## src/rtl/ai_cmp_pkg.sv

```systemverilog
// ai_cmp_pkg: shared state enum, widths, defaults and expected-count helper for the compare scheduler
package ai_cmp_pkg;
  typedef enum logic [1:0] {IDLE, INIT, RUN, REPORT} state_t;
  localparam int CNT_W = 25;
  localparam int FRAME_SHIFT_DEF = 9;
  localparam int TIMEOUT_DEF = 500000;
  function automatic logic [CNT_W-1:0] exp_cnt(input logic [15:0] len, input int shift);
    exp_cnt = (len == 16'd0) ? '0 : CNT_W'(len - 16'd1) << shift;
  endfunction
endpackage

```

## src/rtl/ai_rr_arb2.sv

```systemverilog
// ai_rr_arb2: two-way round-robin arbiter; req/ptr (last owner) in, one-hot win out
module ai_rr_arb2 (
  input  logic [1:0] req,
  input  logic       ptr,
  output logic [1:0] win
);
  always_comb win = (&req) ? (ptr ? 2'b01 : 2'b10) : req;
endmodule

```

## src/rtl/ai_cmp_sched.sv

```systemverilog
// ai_cmp_sched: arbitrates two requesters into compare sessions (clk/rst, req/len in, char_rdy/abort in; gnt/init/len_out/busy/done* out)
module ai_cmp_sched
  import ai_cmp_pkg::*;
#(
  parameter int TIMEOUT     = TIMEOUT_DEF,
  parameter int FRAME_SHIFT = FRAME_SHIFT_DEF
) (
  input  logic        clk,
  input  logic        rst,
  input  logic [1:0]  req,
  input  logic [15:0] req_len0,
  input  logic [15:0] req_len1,
  input  logic        char_rdy,
  input  logic        abort,
  output logic [1:0]  gnt,
  output logic        init,
  output logic [15:0] len_out,
  output logic        busy,
  output logic        done,
  output logic        done_err,
  output logic        done_id
);
  localparam int TW = $clog2(TIMEOUT);
  localparam logic [TW-1:0] T_LAST = TW'(TIMEOUT - 1);
  state_t           state_q, state_d;
  logic [1:0]       gnt_q, gnt_d, win;
  logic             init_q, init_d, done_q, done_d, err_q, err_d, id_q, id_d, ptr_q, ptr_d;
  logic [15:0]      len_q, len_d;
  logic [CNT_W-1:0] cnt_q, cnt_d, cnt_inc, exp_c;
  logic [TW-1:0]    tmr_q, tmr_d;
  logic             stop;

  ai_rr_arb2 u_arb (.req(req), .ptr(ptr_q), .win(win));

  // success is judged on the post-increment count so done follows the last pulse by one cycle
  always_comb begin
    exp_c   = exp_cnt(len_q, FRAME_SHIFT);
    cnt_inc = (char_rdy && !(&cnt_q)) ? cnt_q + 1'b1 : cnt_q;
    stop    = abort || cnt_inc == exp_c || (!char_rdy && tmr_q == T_LAST);
    state_d = state_q;
    gnt_d   = gnt_q;
    len_d   = len_q;
    ptr_d   = ptr_q;
    cnt_d   = cnt_q;
    tmr_d   = tmr_q;
    init_d  = 1'b0;
    done_d  = 1'b0;
    err_d   = 1'b0;
    id_d    = 1'b0;
    case (state_q)
      IDLE: if (|req) begin
        state_d = INIT;
        gnt_d   = win;
        len_d   = win[1] ? req_len1 : req_len0;
        init_d  = 1'b1;
      end
      INIT: begin
        state_d = RUN;
        cnt_d   = '0;
        tmr_d   = '0;
      end
      RUN: begin
        cnt_d = cnt_inc;
        tmr_d = char_rdy ? '0 : tmr_q + 1'b1;
        if (stop) begin
          state_d = REPORT;
          done_d  = 1'b1;
          err_d   = abort || cnt_inc < exp_c;
          id_d    = gnt_q[1];
        end
      end
      default: begin
        state_d = IDLE;
        gnt_d   = '0;
        ptr_d   = gnt_q[1];
      end
    endcase
  end

  // ptr resets to 1 so requester 0 wins the first tie
  always_ff @(posedge clk) begin
    if (rst) begin
      state_q <= IDLE;
      gnt_q   <= '0;
      len_q   <= '0;
      ptr_q   <= 1'b1;
      cnt_q   <= '0;
      tmr_q   <= '0;
      init_q  <= 1'b0;
      done_q  <= 1'b0;
      err_q   <= 1'b0;
      id_q    <= 1'b0;
    end else begin
      state_q <= state_d;
      gnt_q   <= gnt_d;
      len_q   <= len_d;
      ptr_q   <= ptr_d;
      cnt_q   <= cnt_d;
      tmr_q   <= tmr_d;
      init_q  <= init_d;
      done_q  <= done_d;
      err_q   <= err_d;
      id_q    <= id_d;
    end
  end

  assign gnt      = gnt_q;
  assign init     = init_q;
  assign len_out  = len_q;
  assign busy     = state_q != IDLE;
  assign done     = done_q;
  assign done_err = err_q;
  assign done_id  = id_q;
endmodule

```

## config.mk

```make
export PLATFORM = sky130hd
export DESIGN_NAME = ai_cmp_sched
export DESIGN_NICKNAME = d
export VERILOG_FILES = /design/src/rtl/ai_cmp_pkg.sv /design/src/rtl/ai_rr_arb2.sv /design/src/rtl/ai_cmp_sched.sv
export SDC_FILE = /design/constraint.sdc
export NUM_CORES = 1
export LEC_CHECK = 0
export ABC_AREA = 0
export CORE_MARGIN = 2
export CORE_UTILIZATION = 34
export DETAILED_ROUTE_END_ITERATION = 16
export GPL_TIMING_DRIVEN = 0
export SYNTH_ARGS = -nofsm -noshare
export SYNTH_HDL_FRONTEND = slang
export SYNTH_SLANG_ARGS = --single-unit
```

## constraint.sdc

```tcl
create_clock -name clk -period 8 [get_ports clk]
set_input_delay 0.8 -clock clk [delete_from_list [all_inputs] [get_ports clk]]
set_output_delay 0.8 -clock clk [all_outputs]
set_load 0.005 [all_outputs]
```

==> impl_metrics.toml, run 1 <==
[critical_path]
path_depth = 13
path_buf_inv = 2
crit_start = "char_rdy"
arrival_ns = 5.14
crit_chain = "clkdlybuf4s50_1 -> clkbuf_1 -> o2111ai_1 -> or4_1 -> xnor2_1 -> ha_1 -> and4_1 -> nand3_1 -> or3_1 -> nor4_1 -> o2111ai_1 -> a211oi_2 -> nor3b_2"
crit_path_end_kind = "flop"
rr_worst_depth = 15
reg2reg_from = "cnt_q[0]"
path_common_cell = "o2111ai_1"
required_ns = 8.27
cp_slowest_stage_delay_ns = 0.60
path_delay_family = "simple AND/OR/NAND/NOR gates"
path_max_fanout = 10
crit_type = "in -> reg"
slowest_stage = "or4_1"
cp-start-kind = "input port"

[final_layout]
syn_to_final_growth_pct = 26.4
final_layout_size_suffix_gt1_frac = 0.0525
final_area_sq_um = 5460
antenna_cells = 0
final_nets = 683

[die]
core_sq_um = 12500
rows = 41
start_util = 0.345
die_h_um = 117
dieArea_sq_um = 13600
die_w_um = 117
io_pins = 61

[worst_hold_path]
hold_class = "reg -> reg"
min_delay_path_depth = 2
worstHoldStart = "tmr_q[9]"

[clock_network]
cts.sinks = 69
path_clk_slew_ns = 0.06
hold_buffers = 0
cts_root_buf = "clkbuf_16"
clock_latency_ns = 0.35
htree_levels = 3
postCtsSetupBuffers = 0
cts_resized = 0
cts_tree = "yes"
cts_buffers = 9
cts_buffer_depth = 2

[sta]
post-route-min-period_ns = 4.87
fin_setup_tns_ns = 0
rsz0062_at_grt = "no"
max_slew_margin = 0.319
drv_slew = 0
final_hold_viol_count = 0
worst_pin_slew_ns = 1.02
period_share = 0.609
final-setup-viol-count = 0
clock-skew-final_ns = 0.00634
clock.fmax_ghz = 0.205

[detailed_routing]
drt_iter0_drc = 140
vias = 4210
wl_per_cell_um = 15.0
ant_nets = 0
drc = 0
firstDrtPassIters = 4
finalWirelength_um = 12000
avgViaCountPerCell = 5.26

[placement]
dp_hpwl_um = 9240
place.gp.congestion = 0.859
portBuffers = 60
dpl_cell_area_sq_um = 5130

[synth]
async_flop_share = 0
syn_area_sq_um = 4320
synth_fp_nets = 612
yosysTopAreaCellShare = 0.320
seq_area_frac_synth = 0.320
postSynthAreaPerCell_sq_um = 7.82
synth.distinct_cells = 54
synth_top_area_cell = "dfxtp_1"
yosys-top-cells-area = "dfxtp_1 (32%), nor2_1 (7.0%), ha_1 (6.4%), nand2_1 (5.1%), mux2i_1 (4.6%)"
synthCells = 552
yosys_warnings = 0
ys_ff_latch = 69
ys.flop_type = "dfxtp_1"
synth_edf_count = 0

[global_route]
antenna_found_initial = 0
grt_pass1_vias = 3999
grt_max_degree = 13
track_usage = 0.185
overflow = 0
grt_pass1_wl_um = 19700

[power]
p_comb_frac = 0.408
ir_worst_vdd_v = 0.000153
p_sw_frac = 0.373
p_switching_w = 0.000559
clockPowerShare = 0.292
p_seq_frac = 0.300
power.density_nw_per_um2 = 274
p_int_w = 0.000939
total_leakage_power_nw = 2.03

[flow_run]
maxCapViolations = 0

[outcome]
outcome = "finished, final reports clean"
==> cell usage in the layout (no fill, tap or decap), drive strengths merged, types with 17 or more instances in the layout <==
master          n
xnor2          17
a21oi          36
mux2i          20
o21ai          26
dfxtp          69
xor2           21
ha             22
nand2          59
a211oi         18
clkdlybuf4s50  60
clkbuf         30
nor2           80
==> cells by family after synthesis <==
family,share of synthesized area
simple gates,0.278
compound gates,0.178
flops,0.320
xor+xnor,0.0771
buf+inv,0.0345
fa+ha+maj,0.0637
mux,0.0490
==> layer usage <==
layer / part of all wire / wire length, um / track usage / vias up
li1: - / - / - / 2138
met1: 0.46 / 5460 / 0.232 / 1956
met2: 0.47 / 5660 / 0.308 / 101
met3: 0.056 / 673 / 0.0431 / 15
met4: 0.017 / 207 / 0.0753 / 0
met5: 0 / 0 / 0 / -
==> final timing paths <==
kind	end	slack [ns]
worst max-delay path	done_err	3.13
worst min-delay path	tmr_q[9]	0.50
worst max register to register	done_err	3.24
worst min register to register	tmr_q[9]	0.50
==> power by group through the flow <==
stage | logic (W) | registers, W | clock network, W
after floorplan | 0.000385 | 0.000447 | 0
after global placement | 0.000603 | 0.000456 | 0
after detailed placement | 0.000618 | 0.000456 | 0
after CTS | 0.000621 | 0.000450 | 0.000446
after global routing | 0.000692 | 0.000459 | 0.000460
final | 0.000612 | 0.000449 | 0.000437
==> flip-flops by register name (all words and copies together) (netlist names) <==
name,count
tmr_q,19
init,1
gnt,2
cnt_q,25
done,1
done_id,1
state_q,2
ptr_q,1
len_out,16
done_err,1
==> Yosys cell counts, types with 15 or more instances <==
cell / instances
a211oi_1: 16
nor2_1: 80
clkbuf_1: 20
xor2_1: 21
mux2i_1: 20
nand2_1: 59
nor3_1: 16
ha_1: 22
nand4_1: 15
dfxtp_1: 69
o21ai_0: 25
a21oi_1: 36
nor4_1: 16
xnor2_1: 17
==> tightest hold or removal path, cell delays in order (launching register included) <==
cell and delay (ns):
dfxtp_1 0.33, nand2_1 0.06, a21oi_1 0.05
==> layout make-up <==
| cell class | instances | area (sq um) |
|---|---|---|
| multi-input cells | 446 | 2790 |
| clock buffers | 10 | 239 |
| repair buffers | 60 | 601 |
| flip-flops and latches | 69 | 1380 |
| clock inverters | 6 | 86.3 |
| inverters | 10 | 37.5 |
| fillers | 1306 | 7060 |
| well taps | 172 | 215 |
| plain buffers | 27 | 111 |
==> per-stage QoR <==
step | hold slack, ns | utilization | setup slack (ns) | cells | total power [W]
after global placement | 0.466 | 0.410 | 2.91 | 784 | 0.00106
after global routing | 0.527 | 0.436 | 2.92 | 800 | 0.00161
after detailed placement | 0.485 | 0.410 | 2.80 | 784 | 0.00107
final | 0.497 | 0.436 | 3.13 | 800 | 0.00150
after floorplan | 0.448 | - | 4.18 | 552 | 0.000832
after CTS | 0.494 | 0.436 | 3.15 | 800 | 0.00152
Power figures use the tool's default switching activity.
==> run 2: changes to the inputs <==
clock period = 4.6 ns   (was 8 ns; I/O delays follow)
==> impl_metrics.toml, run 2 (same netlist as run 1, synthesis figures left out) <==
[outcome]
outcome = "finished, final reports clean"

[clock_network]
htree_levels = 3
cts_tree = "yes"
cts.sinks = 69
cts_root_buf = "clkbuf_16"
cts_buffer_depth = 2
clock_latency_ns = 0.35
hold_buffers = 0
postCtsSetupBuffers = 0
cts_buffers = 9
path_clk_slew_ns = 0.06

[placement]
place.gp.congestion = 0.859
dp_hpwl_um = 9240
dp.cells = 784
portBuffers = 60
dpl_cell_area_sq_um = 5130

[critical_path]
crit_type = "reg -> reg"
crit_path_end_kind = "flop"
path_max_fanout = 9
crit_start = "cnt_q[0]"
reg2reg_from = "cnt_q[0]"
arrival_ns = 4.57
cp-start-kind = "flop"
required_ns = 4.87

[die]
io_pins = 61
dieArea_sq_um = 13600
start_util = 0.345
core_sq_um = 12500
rows = 41
die_w_um = 117
die_h_um = 117

[sta]
drv_slew = 0
max_slew_margin = 0.322
final_hold_viol_count = 0
period_share = 0.934
post-route-min-period_ns = 4.30
clock.fmax_ghz = 0.233
final-setup-viol-count = 0
rsz0062_at_grt = "no"
worst_pin_slew_ns = 1.02
clock-skew-final_ns = 0.00723

[final_layout]
syn_to_final_growth_pct = 27.6
fillers = 1295
mostFrequentLayoutCell = "nor2_1"
final_nets = 683
final_layout_size_suffix_gt1_frac = 0.0637
largest_reg_flops = 25
final_area_sq_um = 5510
antenna_cells = 0
top_register = "cnt_q"
stdcell_count = 800
final_cell_mix = "nor2_1 (80), dfxtp_1 (69), clkdlybuf4s50_1 (60)"
post-route-util = 0.440

[detailed_routing]
wl_per_cell_um = 15.0
ant_nets = 0
vias = 4213
avgViaCountPerCell = 5.27
drt_iter0_drc = 128
drc = 0
firstDrtPassIters = 4
finalWirelength_um = 12000

[power]
power.density_nw_per_um2 = 474
clockPowerShare = 0.292
ir_worst_vdd_v = 0.000267
p_seq_frac = 0.299
total_leakage_power_nw = 2.03
p_comb_frac = 0.408
p_switching_w = 0.000977
p_int_w = 0.00164
p_sw_frac = 0.374

[global_route]
antenna_found_initial = 0
grt_max_degree = 13
grt_pass1_vias = 4002
grt_pass1_wl_um = 19700
overflow = 0
track_usage = 0.185

[flow_run]
maxCapViolations = 0

[worst_hold_path]
worstHoldStart = "tmr_q[9]"
hold_class = "reg -> reg"
-- run 2: cell counts in the layout (fill, tap and decap cells not counted) --
Identical to the previous run, type by type.
-- run 2: per-stage QoR --
stage / hold WS, ns / setup slack (ns) / TNS (ns) / total power, W
detailed placement: 0.485 / -0.255 / -0.840 / 0.00187
CTS: 0.494 / 0.0424 / 0 / 0.00264
global placement: 0.466 / -0.152 / -0.340 / 0.00184
global route: 0.527 / 0.0144 / 0 / 0.00281
finish: 0.495 / 0.302 / 0 / 0.00261
floorplan: 0.448 / 0.810 / 0 / 0.00145
-- run 2: worst paths after layout --
check | endpoint | slack, ns | cells past startpoint
hold / removal | tmr_q[9] | 0.50 | 2
hold reg to reg | tmr_q[9] | 0.50 | 2
setup reg to reg | done_err | 0.30 | 16
setup / recovery | done_err | 0.30 | 16
-- run 2: cell type report --
cell class,instances,area [sq um],share of cell area
buffer,27,111,0.0202
clock buffer,10,239,0.0434
clock inverter,6,86.3,0.0157
inverter,10,37.5,0.00681
multi-input combinational,446,2840,0.515
sequential,69,1380,0.251
tap,172,215,0.0391
timing repair buffer,60,601,0.109
-- run 2: power groups by stage --
stage	registers (W)	clock network, W	logic, W
2_1_floorplan	0.000777	0	0.000670
3_3_place_gp	0.000792	0	0.00105
3_5_place_dp	0.000793	0	0.00107
4_1_cts	0.000782	0.000775	0.00108
5_1_grt	0.000798	0.000800	0.00121
6_report	0.000782	0.000764	0.00107
-- run 2: repair_timing --
action / in CTS / in global routing
pin swaps: 0 / 1
cloned: 0 / 0
endpoints found under the setup margin: 4 / 5
gates resized for setup: 2 / 6
-- run 2: layer usage --
metal	GRT usage	wire length, um	vias up
li1	-	-	2139
met1	0.231	5530	1957
met2	0.308	5600	100
met3	0.0431	605	17
met4	0.0753	244	0
met5	0	0	-
-- run 2: critical path, cell delays in order (launching register included) --
cell,delay (ns)
dfxtp_1,0.41
ha_2,0.29
nand4_1,0.16
or4_1,0.45
buf_6,0.16
o211ai_2,0.42
nor3_1,0.12
nand2_1,0.12
xnor2_1,0.10
ha_1,0.31
and4_1,0.19
nand4_1,0.13
or3_1,0.34
a211oi_2,0.21
o2111ai_2,0.24
a211oi_2,0.34
nor3b_2,0.23
==> run 3: changes to the inputs <==
ABC_CLOCK_PERIOD_IN_PS = 4600   (was not set)
CAP_MARGIN = 20   (was not set)
==> results of run 3 <==
The final DEF is identical to that of run 2; final timing and power are the same.
